--- config.mk ---
export PLATFORM = sky130hd
export DESIGN_NAME = spi_slave_param
export DESIGN_NICKNAME = d
export VERILOG_FILES = /design/src/rtl/spi_slave_param.sv
export SDC_FILE = /design/constraint.sdc
export NUM_CORES = 1
export LEC_CHECK = 0
export CORE_ASPECT_RATIO = 1.1
export CORE_UTILIZATION = 55
export CTS_BUF_LIST = sky130_fd_sc_hd__clkbuf_4 sky130_fd_sc_hd__clkbuf_8
export DETAILED_ROUTE_END_ITERATION = 6
export GPL_TIMING_DRIVEN = 0
export PLACE_DENSITY = 0.79
export RECOVER_POWER = 50
export SYNTH_ARGS = -nofsm -noshare
export SYNTH_HDL_FRONTEND = slang
export SYNTH_SLANG_ARGS = --single-unit
--- constraint.sdc ---
create_clock -name clk -period 4.04 [get_ports clk]
set_input_delay 0.606 -clock clk [delete_from_list [all_inputs] [get_ports clk]]
set_output_delay 0.606 -clock clk [all_outputs]
set_load 0.1 [all_outputs]
--- src/rtl/spi_slave_param.sv ---
`default_nettype none
// ============================================================================
// Module   : spi_slave_param
// Brief    : Oversampled SPI slave, any CPOL/CPHA, {cmd,payload} frames with
//            rd_data reply, underrun and framing-error reporting.
// Revision : 1.0 - initial release
// ============================================================================
module spi_slave_param #(
    parameter int DATA_W      = 8,
    parameter int CMD_W       = 2,
    parameter bit CPOL        = 1'b0,
    parameter bit CPHA        = 1'b0,
    parameter int SYNC_STAGES = 2
) (
    input  logic                    clk,
    input  logic                    rst_n,
    input  logic                    sclk,
    input  logic                    ss_n,
    input  logic                    mosi,
    output logic                    miso,
    output logic                    miso_oe,
    output logic [CMD_W+DATA_W-1:0] rx_data,
    output logic                    rx_valid,
    input  logic [DATA_W-1:0]       tx_data,
    input  logic                    tx_valid,
    output logic                    tx_underrun,
    output logic                    frame_err
);

    localparam int c_FRAME_LEN = CMD_W + DATA_W;
    localparam int c_CNT_W     = $clog2(c_FRAME_LEN + DATA_W + 1);

    localparam logic [c_CNT_W-1:0] c_CNT_ONE   = c_CNT_W'(1);
    localparam logic [c_CNT_W-1:0] c_CNT_FRAME = c_CNT_W'(c_FRAME_LEN);
    localparam logic [c_CNT_W-1:0] c_CNT_LAST  = c_CNT_W'(c_FRAME_LEN + DATA_W - 1);

    localparam bit c_SAMPLE_RISE = (CPOL == CPHA);

    localparam logic [2:0] c_IDLE    = 3'd0;
    localparam logic [2:0] c_RX      = 3'd1;
    localparam logic [2:0] c_TX_WAIT = 3'd2;
    localparam logic [2:0] c_TX      = 3'd3;
    localparam logic [2:0] c_HOLD    = 3'd4;

    // ------------------------------------------------------------------------
    // Input synchronisers and edge detection
    // ------------------------------------------------------------------------
    logic [SYNC_STAGES-1:0] r_sclk_sync;
    logic [SYNC_STAGES-1:0] r_ss_sync;
    logic [SYNC_STAGES-1:0] r_mosi_sync;
    logic                   r_sclk_d;
    logic                   r_ss_d;
    logic                   r_armed;

    always_ff @(posedge clk or negedge rst_n) begin
        if (!rst_n) begin
            r_sclk_sync <= {SYNC_STAGES{CPOL}};
            r_ss_sync   <= '0;
            r_mosi_sync <= '0;
            r_sclk_d    <= CPOL;
            r_ss_d      <= 1'b0;
        end else begin
            r_sclk_sync <= {r_sclk_sync[SYNC_STAGES-2:0], sclk};
            r_ss_sync   <= {r_ss_sync[SYNC_STAGES-2:0], ss_n};
            r_mosi_sync <= {r_mosi_sync[SYNC_STAGES-2:0], mosi};
            r_sclk_d    <= r_sclk_sync[SYNC_STAGES-1];
            r_ss_d      <= r_ss_sync[SYNC_STAGES-1];
        end
    end

    logic w_sclk_s;
    logic w_ss_s;
    logic w_mosi_s;
    logic w_sclk_rise;
    logic w_sclk_fall;
    logic w_sample;
    logic w_launch;
    logic w_ss_fall;
    logic w_ss_rise;

    assign w_sclk_s    = r_sclk_sync[SYNC_STAGES-1];
    assign w_ss_s      = r_ss_sync[SYNC_STAGES-1];
    assign w_mosi_s    = r_mosi_sync[SYNC_STAGES-1];
    assign w_sclk_rise = w_sclk_s & ~r_sclk_d;
    assign w_sclk_fall = ~w_sclk_s & r_sclk_d;
    assign w_sample    = c_SAMPLE_RISE ? w_sclk_rise : w_sclk_fall;
    assign w_launch    = c_SAMPLE_RISE ? w_sclk_fall : w_sclk_rise;

    // ss_n chain resets low, so a fall is only seen after a genuine high:
    // a frame already running when reset is released is ignored.
    assign w_ss_fall = r_ss_d & ~w_ss_s;
    assign w_ss_rise = ~r_ss_d & w_ss_s;

    always_ff @(posedge clk or negedge rst_n) begin
        if (!rst_n) begin
            r_armed <= 1'b0;
        end else if (w_ss_s) begin
            r_armed <= 1'b1;
        end
    end

    assign miso_oe = r_armed & ~w_ss_s;

    // ------------------------------------------------------------------------
    // Frame FSM and datapath
    // ------------------------------------------------------------------------
    logic [2:0]             r_state;
    logic [c_CNT_W-1:0]     r_count;
    logic [c_FRAME_LEN-1:0] r_rx_sr;
    logic [c_FRAME_LEN-1:0] r_rx_data;
    logic [DATA_W-1:0]      r_tx_sr;
    logic                   r_tx_loaded;
    logic                   r_miso;
    logic                   r_rx_valid;
    logic                   r_underrun;
    logic                   r_frame_err;

    always_ff @(posedge clk or negedge rst_n) begin
        if (!rst_n) begin
            r_state     <= c_IDLE;
            r_count     <= '0;
            r_rx_sr     <= '0;
            r_rx_data   <= '0;
            r_tx_sr     <= '0;
            r_tx_loaded <= 1'b0;
            r_miso      <= 1'b0;
            r_rx_valid  <= 1'b0;
            r_underrun  <= 1'b0;
            r_frame_err <= 1'b0;
        end else begin
            r_rx_valid  <= 1'b0;
            r_underrun  <= 1'b0;
            r_frame_err <= 1'b0;

            case (r_state)
                c_IDLE: begin
                    r_miso      <= 1'b0;
                    r_count     <= '0;
                    r_rx_sr     <= '0;
                    r_tx_loaded <= 1'b0;
                    if (w_ss_fall) begin
                        r_state <= c_RX;
                    end
                end

                c_RX: begin
                    if (r_count == c_CNT_FRAME) begin
                        r_rx_data   <= r_rx_sr;
                        r_rx_valid  <= 1'b1;
                        r_tx_loaded <= 1'b0;
                        if (w_ss_rise) begin
                            r_state <= c_IDLE;
                        end else if (r_rx_sr[c_FRAME_LEN-1 -: 2] == 2'b11) begin
                            r_state <= c_TX_WAIT;
                        end else begin
                            r_state <= c_HOLD;
                        end
                    end else if (w_ss_rise) begin
                        // A coincident sample edge is dropped with the frame.
                        r_frame_err <= (r_count != '0);
                        r_state     <= c_IDLE;
                    end else if (w_sample) begin
                        r_rx_sr <= {r_rx_sr[c_FRAME_LEN-2:0], w_mosi_s};
                        r_count <= r_count + c_CNT_ONE;
                    end
                end

                c_TX_WAIT: begin
                    if (w_ss_rise) begin
                        r_frame_err <= 1'b1;
                        r_state     <= c_IDLE;
                    end else if (w_launch) begin
                        if (r_tx_loaded) begin
                            r_miso  <= r_tx_sr[DATA_W-1];
                            r_tx_sr <= {r_tx_sr[DATA_W-2:0], 1'b0};
                        end else if (tx_valid) begin
                            r_miso  <= tx_data[DATA_W-1];
                            r_tx_sr <= {tx_data[DATA_W-2:0], 1'b0};
                        end else begin
                            r_miso     <= 1'b0;
                            r_tx_sr    <= '0;
                            r_underrun <= 1'b1;
                        end
                        r_tx_loaded <= 1'b1;
                        r_state     <= c_TX;
                    end else if (tx_valid && !r_tx_loaded) begin
                        r_tx_sr     <= tx_data;
                        r_tx_loaded <= 1'b1;
                    end
                end

                c_TX: begin
                    if (w_ss_rise) begin
                        r_frame_err <= 1'b1;
                        r_state     <= c_IDLE;
                    end else begin
                        if (w_launch) begin
                            r_miso  <= r_tx_sr[DATA_W-1];
                            r_tx_sr <= {r_tx_sr[DATA_W-2:0], 1'b0};
                        end
                        if (w_sample) begin
                            r_count <= r_count + c_CNT_ONE;
                            if (r_count == c_CNT_LAST) begin
                                r_state <= c_HOLD;
                            end
                        end
                    end
                end

                c_HOLD: begin
                    if (w_ss_rise) begin
                        r_state <= c_IDLE;
                    end
                end

                default: begin
                    r_state <= c_IDLE;
                end
            endcase
        end
    end

    assign miso        = r_miso;
    assign rx_data     = r_rx_data;
    assign rx_valid    = r_rx_valid;
    assign tx_underrun = r_underrun;
    assign frame_err   = r_frame_err;

endmodule
`default_nettype wire

==> results of run 1 <==
==> cells in the mapped netlist, types with 2 or more instances <==
cell	instances
dfrtp_1	50
o21ai_0	18
mux2_2	17
nand2_1	17
inv_1	15
mux2i_1	10
a22oi_1	7
nor2_1	6
buf_2	5
nand2b_1	5
nor2b_1	5
clkbuf_1	4
ha_1	4
buf_6	3
nand3_1	3
nor3b_1	3
a211o_1	2
a211oi_1	2
a22o_1	2
and3b_1	2
nor3_1	2
nor4_1	2
o21ai_1	2
o31ai_1	2
==> metal layers <==
| metal | GRT usage | up-vias | share of wire |
|---|---|---|---|
| li1 | - | 836 | - |
| met1 | 0.274 | 853 | 0.45 |
| met2 | 0.357 | 42 | 0.50 |
| met3 | 0.0478 | 7 | 0.038 |
| met4 | 0.0652 | 0 | 0.014 |
| met5 | 0 | - | 0 |
==> power by group through the flow <==
stage | sequential [mW] | combinational, mW | clock [mW]
after floorplan | 0.527 | 0.0588 | 0
final | 0.518 | 0.0960 | 0.310
after detailed placement | 0.527 | 0.0997 | 0
after CTS | 0.517 | 0.100 | 0.317
after global placement | 0.527 | 0.0961 | 0
after global routing | 0.519 | 0.107 | 0.331
==> stage by stage <==
stage | power (mW) | cell area (sq um) | instances
global placement | 0.623 | 2790 | 297
CTS | 0.935 | 2900 | 306
finish | 0.924 | 2880 | 306
detailed placement | 0.627 | 2800 | 298
floorplan | 0.586 | 2440 | 215
global route | 0.957 | 2880 | 306
==> cell families (layout without fill, tap and decap cells) <==
family                   Yosys count  count (layout)  share of synthesized area
adder cells (fa/ha/maj)            4               4                     0.0205
flip-flops                        50              50                      0.513
buffers and inverters             27              64                     0.0533
multiplexers                      29              29                      0.130
AND/OR/NAND/NOR                   55              55                      0.134
XOR/XNOR                           1               1                    0.00359
AO/OA/AOI/OAI                     49              49                      0.145
==> worst min-delay path by stage <==
stage | slack [ps] | startpoint | endpoint | depth (start not counted)
after global placement | 330 | r_ss_sync[0] | r_ss_sync[1] | 0
final | 350 | r_mosi_sync[0] | r_mosi_sync[1] | 0
after detailed placement | 340 | r_mosi_sync[0] | r_mosi_sync[1] | 0
after CTS | 280 | rst_n | r_tx_sr[6] | 1
after global routing | 360 | r_ss_sync[0] | r_ss_sync[1] | 0
after floorplan | 310 | rst_n | frame_err | 0
==> state kept, by name, summed over array words and instances (netlist names) <==
name         cells
frame_err        1
miso             1
r_armed          1
r_count          5
r_mosi_sync      2
r_rx_sr         10
r_sclk_d         1
r_sclk_sync      2
r_ss_d           1
r_ss_sync        2
r_state          3
r_tx_loaded      1
r_tx_sr          8
rx_data         10
rx_valid         1
tx_underrun      1
==> layout make-up <==
type / count / area (sq um)
Tap cell: 54 / 67.6
Clock buffer: 6 / 82.6
Inverter: 15 / 56.3
Fill cell: 335 / 1400
Multi-Input combinational cell: 138 / 1060
Timing Repair Buffer: 29 / 278
Clock inverter: 2 / 16.3
Sequential cell: 50 / 1250
Buffer: 12 / 73.8
==> impl_metrics.yaml, run 1 <==
timing:
  fmax_mhz: 384
  setup_viol: 0
  worst_slew_pin_slew_ps: 1420
  drv_slew: 0
  setup_ws_ps: 1440
  hold-worst-slack_ps: 354
  maxSlewHeadroom: 0.0517
  fin_setup_tns_ps: 0
  finalHoldViolCount: 0
  fin_skew_ps: 14.1
  finalCritPeriodShare: 0.644
  min_period_ps: 2600
  rsz0062_at_grt: "no"
synthesis:
  synth_fp_nets: 233
  avgSynthCellArea_sq_um: 11.3
  syn-cell-area_sq_mm: 0.00244
  synth-edff-count: 0
  yosysTopAreaCell: "dfrtp_1"
  ys_seq_area_frac: 0.513
  yosys.cell_types.count: 51
  synth_top_cell_area_share: 0.513
  synth.area.top_cells: "dfrtp_1 51%, mux2_2 7.8%, mux2i_1 4.1%"
  ys_warn_count: 0
  synthFlopType: "dfrtp_1"
  synth_cells: 215
  async_flop_share: 1.00
  ys_seq_elements: 50
routing:
  via_per_inst: 5.68
  wl_per_cell_microns: 14.9
  dr_total_vias: 1738
  dr.pass1.iters: 4
  drtAntennaViolNets: 0
  first_iter_violations: 91
  wl_microns: 4560
  drc: 0
pwr:
  p_clk_frac: 0.336
  p_sw_uw: 234
  p_comb_frac: 0.104
  p_per_area_mw_per_mm2: 320
  cellLeakagePower_nw: 1.28
  p_int_uw: 690
  irDropWorstVdd_v: 0.000203
  seq_power_share: 0.560
  sw_frac_of_total: 0.254
worst_setup_path:
  slowest_stage: "clkdlybuf4s50_1"
  path_buf_inv: 1
  arrival_ps: 2000
  slowest_delay_ps: 1140
  r2r-start: "r_count[0]"
  ff2ff_setup_slack_ps: 2120
  timing.rr.end: "r_rx_sr[9]"
  critical_path_peak_fanout: 6
  critPathRequiredTime_ps: 3430
  path_depth: 2
  crit_type: "reg -> out"
  startpoint: "r_ss_sync[1]"
  cpLargestDelayFamily: "buffers and inverters"
  end_kind: "output pin"
  critPathCapture: "miso_oe"
  crit_chain: "nor2b_1, clkdlybuf4s50_1"
  ff2ff_path_depth: 7
  crit_path_start_kind: "flip-flop"
finish:
  mostFrequentLayoutCells: "50 x dfrtp_1, 24 x clkdlybuf4s50_1, 18 x o21ai_0"
  area_delta_synth_final_pct: 18.2
  diodes: 0
  final_util: 0.673
  layout-drive-gt1-share: 0.167
  layout_commonest_cell: "dfrtp_1"
  final_net_count: 269
clock_network:
  cts_setup_buffers: 0
  cts.sinks: 50
  tritoncts: "built"
  clock_path_buffers: 2
  cts_resized: 0
  clk_latency_ps: 310
  cts_buffers: 5
  cts_htree_levels: 2
  clk_pin_slew_worst_paths_ps: 80
  cts_hold_buffers: 0
  cts-root-buf: "clkbuf_8"
place:
  pre_cts_ws_ps: 1750
  portBuffers: 28
  hpwl_microns: 3130
  place.gp.congestion: 0.819
grt:
  grt-ovfl-total: 0
  grt_max_degree: 29
  grt_pass1_wl_microns: 7450
  antenna_found_initial: 0
  grt_pass1_vias: 1639
  track_usage: 0.213
floorplanning:
  die_w_microns: 65.5
  ioPinCount: 29
  die-area_sq_mm: 0.00471
  coreArea_sq_mm: 0.00429
  rows: 25
  start_util: 0.569
  die_h_microns: 71.9
min_path:
  min_path_type: "reg -> reg"
job:
  maxCapViolations: 0
outcome:
  status: "finished clean"
Note: power is estimated with default switching activity, not from simulation.
==> run 2, diff against run 1 <==
clock period = 2.4 ns   (was 4.04 ns; I/O delays follow)
==> impl_metrics.yaml, run 2 (synthesized netlist as in run 1, its figures left out) <==
floorplanning:
  coreArea_sq_mm: 0.00429
  die-area_sq_mm: 0.00471
  ioPinCount: 29
  die_w_microns: 65.5
  start_util: 0.569
  rows: 25
  die_h_microns: 71.9
clock_network:
  cts-root-buf: "clkbuf_8"
  cts_hold_buffers: 0
  cts.sinks: 50
  cts_htree_levels: 2
  clk_pin_slew_worst_paths_ps: 100
  tritoncts: "built"
  clock_path_buffers: 2
  cts_buffers: 5
  clk_latency_ps: 310
finish:
  mostFrequentLayoutCells: "50 x dfrtp_1, 23 x clkdlybuf4s50_1, 18 x o21ai_0"
  layout_commonest_cell: "dfrtp_1"
  diodes: 0
  multi_input_area_sq_mm: 0.00106
  final_net_count: 269
  nFillCells: 337
  area_delta_synth_final_pct: 18.4
  layout-drive-gt1-share: 0.171
  ff_latch_area_sq_mm: 0.00125
timing:
  finalHoldViolCount: 0
  drv_slew: 0
  finalCritPeriodShare: 0.915
  setup_viol: 0
  maxSlewHeadroom: 0.192
  fin_skew_ps: 14.1
  rsz0062_at_grt: "no"
  worst_slew_pin_slew_ps: 1210
  fmax_mhz: 456
  min_period_ps: 2200
  setup_ws_ps: 205
worst_setup_path:
  slowest_stage: "clkdlybuf4s50_1"
  timing.rr.end: "r_rx_sr[9]"
  ff2ff_path_depth: 7
  path_buf_inv: 1
  ff2ff_setup_slack_ps: 480
  critical_path_peak_fanout: 2
  cpLargestDelayFamily: "buffers and inverters"
  crit_chain: "clkdlybuf4s50_1"
  crit_type: "reg -> out"
  critPathRequiredTime_ps: 2040
  slowest_delay_ps: 1140
  end_kind: "output pin"
  arrival_ps: 1840
  r2r-start: "r_count[0]"
  crit_path_start_kind: "flip-flop"
grt:
  top_usage_layer: "met2"
  track_usage: 0.213
  antenna_found_initial: 0
  grt_pass1_wl_microns: 7450
  grt-ovfl-total: 0
  grt_pass1_vias: 1639
  use_met3: 0.0478
  grt_max_degree: 29
  met1_usage: 0.274
  gr-usage-met2: 0.357
place:
  place.gp.congestion: 0.819
  portBuffers: 28
  pre_cts_ws_ps: 356
  hpwl_microns: 3130
routing:
  wl_per_cell_microns: 14.9
  drtAntennaViolNets: 0
  first_iter_violations: 94
  dr_total_vias: 1739
  via_per_inst: 5.68
  dr.pass1.iters: 4
  drc: 0
  wl_microns: 4560
min_path:
  min_path_type: "in -> async"
pwr:
  p_comb_frac: 0.104
  p_clk_frac: 0.336
  power_mw: 1.56
  cellLeakagePower_nw: 1.30
  irDropWorstVdd_v: 0.000341
  seq_power_share: 0.560
  p_sw_uw: 395
  sw_frac_of_total: 0.254
  p_per_area_mw_per_mm2: 539
  p_int_mw: 1.16
outcome:
  status: "finished clean"
job:
  maxCapViolations: 0
-- run 2: cell types whose count changed in the layout (fill, tap and decap cells not counted) --
| cell | previous run | this run |
|---|---|---|
| clkbuf_1 | 6 | 5 |
| clkbuf_2 | 0 | 1 |
| clkdlybuf4s50_1 | 24 | 23 |
| dlymetal6s2s_1 | 0 | 1 |
-- run 2: cell type report --
cell class,instances,area share
Inverter,15,0.0195
Sequential cell,50,0.433
Tap cell,54,0.0234
Buffer,12,0.0256
Clock buffer,6,0.0286
Timing Repair Buffer,29,0.0975
Clock inverter,2,0.00563
Multi-Input combinational cell,138,0.367
-- run 2: layer usage --
metal  routed length (microns)  up-vias
li1                          -      836
met1                      2050      854
met2                      2270       42
met3                       178        7
met4                        64        0
met5                         0        -
-- run 2: how the worst max path moves through the flow --
stage | to | slack, ps | cells past startpoint | from
floorplan | miso_oe | 300 | 1 | r_ss_sync[1]
global placement | rx_data[4] | -440 | 1 | rst_n
detailed placement | r_tx_sr[2] | 360 | 4 | tx_valid
CTS | miso_oe | 30 | 2 | r_ss_sync[1]
global route | rx_data[7] | 170 | 1 | rx_data[7]
finish | rx_data[9] | 200 | 1 | rx_data[9]
-- run 2: metrics by stage --
step,util,TNS (ps),cells,hold slack (ps),area (sq um)
after floorplan,-,0,215,64.4,2440
after global placement,0.651,-21810,297,333,2790
after detailed placement,0.654,0,298,338,2800
after CTS,0.677,0,306,29.2,2900
after global routing,0.674,0,306,361,2890
final,0.674,0,306,273,2890
-- run 2: power by group through the flow --
| stage | Combinational (mW) | Sequential (mW) | Clock [mW] |
|---|---|---|---|
| 5_1_grt | 0.180 | 0.874 | 0.557 |
| 3_5_place_dp | 0.168 | 0.888 | 0 |
| 3_3_place_gp | 0.162 | 0.888 | 0 |
| 6_report | 0.162 | 0.871 | 0.522 |
| 2_1_floorplan | 0.0989 | 0.887 | 0 |
| 4_1_cts | 0.169 | 0.871 | 0.533 |
-- run 2: what timing repair did --
action                                  in CTS  in global routing
resized for setup                            0                  1
endpoints found under the setup margin       0                  1
endpoints found under the hold margin        0                  0
setup buffers                                0                  0
==> run 3, diff against run 2 <==
ABC_AREA = 1   (was not set)
DONT_BUFFER_PORTS = 1   (was not set)
PLACE_DENSITY = 0.7   (was 0.79)
SETUP_SLACK_MARGIN = 0.15   (was not set)
==> impl_metrics.yaml, run 3 <==
pwr:
  sw_frac_of_total: 0.336
  p_comb_frac: 0.250
  p_sw_uw: 682
  cellLeakagePower_nw: 1.48
  seq_power_share: 0.466
  p_clk_frac: 0.284
  p_int_mw: 1.35
  p_per_area_mw_per_mm2: 703
  power_mw: 2.03
  irDropWorstVdd_v: 0.000371
worst_setup_path:
  cpLargestDelayFamily: "simple AND/OR/NAND/NOR gates"
  timing.rr.end: "r_rx_sr[3]"
  ff2ff_path_depth: 9
  crit_type: "reg -> out"
  r2r-start: "r_count[0]"
  crit_path_start_kind: "flip-flop"
  crit_chain: "nor2_2"
  critical_path_peak_fanout: 4
  slowest_stage: "nor2_2"
  critPathRequiredTime_ps: 2040
  slowest_delay_ps: 840
  ff2ff_setup_slack_ps: 680
  path_buf_inv: 0
  path_depth: 1
  arrival_ps: 1560
  end_kind: "output pin"
clock_network:
  cts_buffers: 5
  clk_pin_slew_worst_paths_ps: 80
  cts_htree_levels: 2
  clk_latency_ps: 310
  cts-root-buf: "clkbuf_8"
  clock_path_buffers: 2
  cts.sinks: 50
  cts_setup_buffers: 0
  tritoncts: "built"
routing:
  dr_total_vias: 2169
  first_iter_violations: 136
  drc: 0
  drtAntennaViolNets: 0
  wl_per_cell_microns: 12.6
  dr.pass1.iters: 4
  via_per_inst: 5.19
  wl_microns: 5270
finish:
  layout-drive-gt1-share: 0.113
  mostFrequentLayoutCells: "132 x nand2_1, 50 x dfrtp_1, 45 x nand3_1"
  area_delta_synth_final_pct: 7.31
  layout_commonest_cell: "nand2_1"
  final_net_count: 379
  diodes: 0
  ff_latch_area_sq_mm: 0.00125
  nFillCells: 432
  multi_input_area_sq_mm: 0.00123
synthesis:
  synth_cells: 352
  avgSynthCellArea_sq_um: 7.64
  syn-cell-area_sq_mm: 0.00269
  ys_seq_area_frac: 0.465
  yosysMostFrequentCell: "nand2_1"
  synth_fp_nets: 370
  synth_common_cells: "132 x nand2_1, 50 x dfrtp_1, 45 x nand3_1"
  synthFlopType: "dfrtp_1"
  yosys.cell_types.count: 30
  ys_warn_count: 0
  synth-edff-count: 0
  synth.area.top_cells: "dfrtp_1 47%, nand2_1 18%, nand3_1 8.4%"
  async_flop_share: 1.00
  synth_top_cell_area_share: 0.465
  ys_seq_elements: 50
  yosysTopAreaCell: "dfrtp_1"
floorplanning:
  rows: 26
  start_util: 0.574
  ioPinCount: 29
  die-area_sq_mm: 0.00517
  die_w_microns: 68.7
  coreArea_sq_mm: 0.00468
  die_h_microns: 75.3
timing:
  rsz0062_at_grt: "no"
  maxSlewHeadroom: 0.195
  fin_setup_tns_ps: 0
  finalCritPeriodShare: 0.800
  fmax_mhz: 521
  setup_viol: 0
  drv_slew: 0
  setup_ws_ps: 481
  fin_skew_ps: 13.8
  worst_slew_pin_slew_ps: 1210
  min_period_ps: 1920
  finalHoldViolCount: 0
grt:
  top_usage_layer: "met2"
  grt_pass1_vias: 2058
  use_met3: 0.0569
  grt-ovfl-total: 0
  gr-usage-met2: 0.394
  grt_pass1_wl_microns: 8790
  track_usage: 0.228
  met1_usage: 0.281
  antenna_found_initial: 0
  grt_max_degree: 51
place:
  hpwl_microns: 3700
  place.gp.congestion: 0.837
  portBuffers: 0
  pre_cts_ws_ps: 680
min_path:
  min_from: "sclk"
  hold_depth: 0
  hold_path_end: "r_sclk_sync[0]"
  min_path_type: "in -> reg"
job:
  maxCapViolations: 0
outcome:
  status: "finished clean"
## run 3: layout make-up
type,instances,area share
clock buffers,5,0.0239
well taps,56,0.0243
flip-flops and latches,50,0.434
clock inverters,3,0.0139
multi-input cells,254,0.427
plain buffers,9,0.0204
repair buffers,2,0.00520
inverters,39,0.0516
## run 3: worst max-delay path by stage
stage | start | endpoint | slack, ps
floorplan | r_ss_sync[1] | miso_oe | 370
global placement | r_ss_sync[1] | miso_oe | 340
detailed placement | r_count[0] | r_rx_sr[3] | 680
CTS | r_ss_sync[1] | miso_oe | 460
global route | r_ss_sync[1] | miso_oe | 430
finish | r_ss_sync[1] | miso_oe | 480
## run 3: power groups by stage
stage	clock network (mW)	logic (mW)	registers [mW]
floorplan	0	0.398	0.949
global route	0.623	0.578	0.951
finish	0.576	0.507	0.945
global placement	0	0.484	0.960
CTS	0.602	0.518	0.944
detailed placement	0	0.493	0.959
## run 3: routing by layer
layer | up-vias | wire (microns) | share of wire
met4 | 0 | 60 | 0.011
li1 | 1122 | - | -
met3 | 6 | 199 | 0.038
met1 | 1006 | 2470 | 0.47
met2 | 35 | 2540 | 0.48
met5 | - | 0 | 0
## run 3: cells by family after synthesis
logic type,count (synthesis),share of synthesized area
buffers and inverters,48,0.0772
and+or+nand+nor,226,0.383
DFF,50,0.465
AOI/OAI and AO/OA,22,0.0493
xor gates and xnor gates,2,0.00652
adders and majority gates,4,0.0186
## run 3: metrics by stage
step | util | std cells | hold WS [ps] | cell area (sq um)
global placement | 0.589 | 408 | 65.5 | 2760
finish | 0.616 | 418 | 84.2 | 2890
floorplan | - | 352 | 64.4 | 2690
CTS | 0.621 | 418 | 69.0 | 2910
global route | 0.616 | 418 | 62.0 | 2890
detailed placement | 0.589 | 408 | 65.7 | 2760
## run 3: timing repair
action                     in CTS  in global routing
hold buffers                    2                  0
setup endpoints to repair       0                  0
resized for setup               0                  0
hold endpoints to repair       50                  0
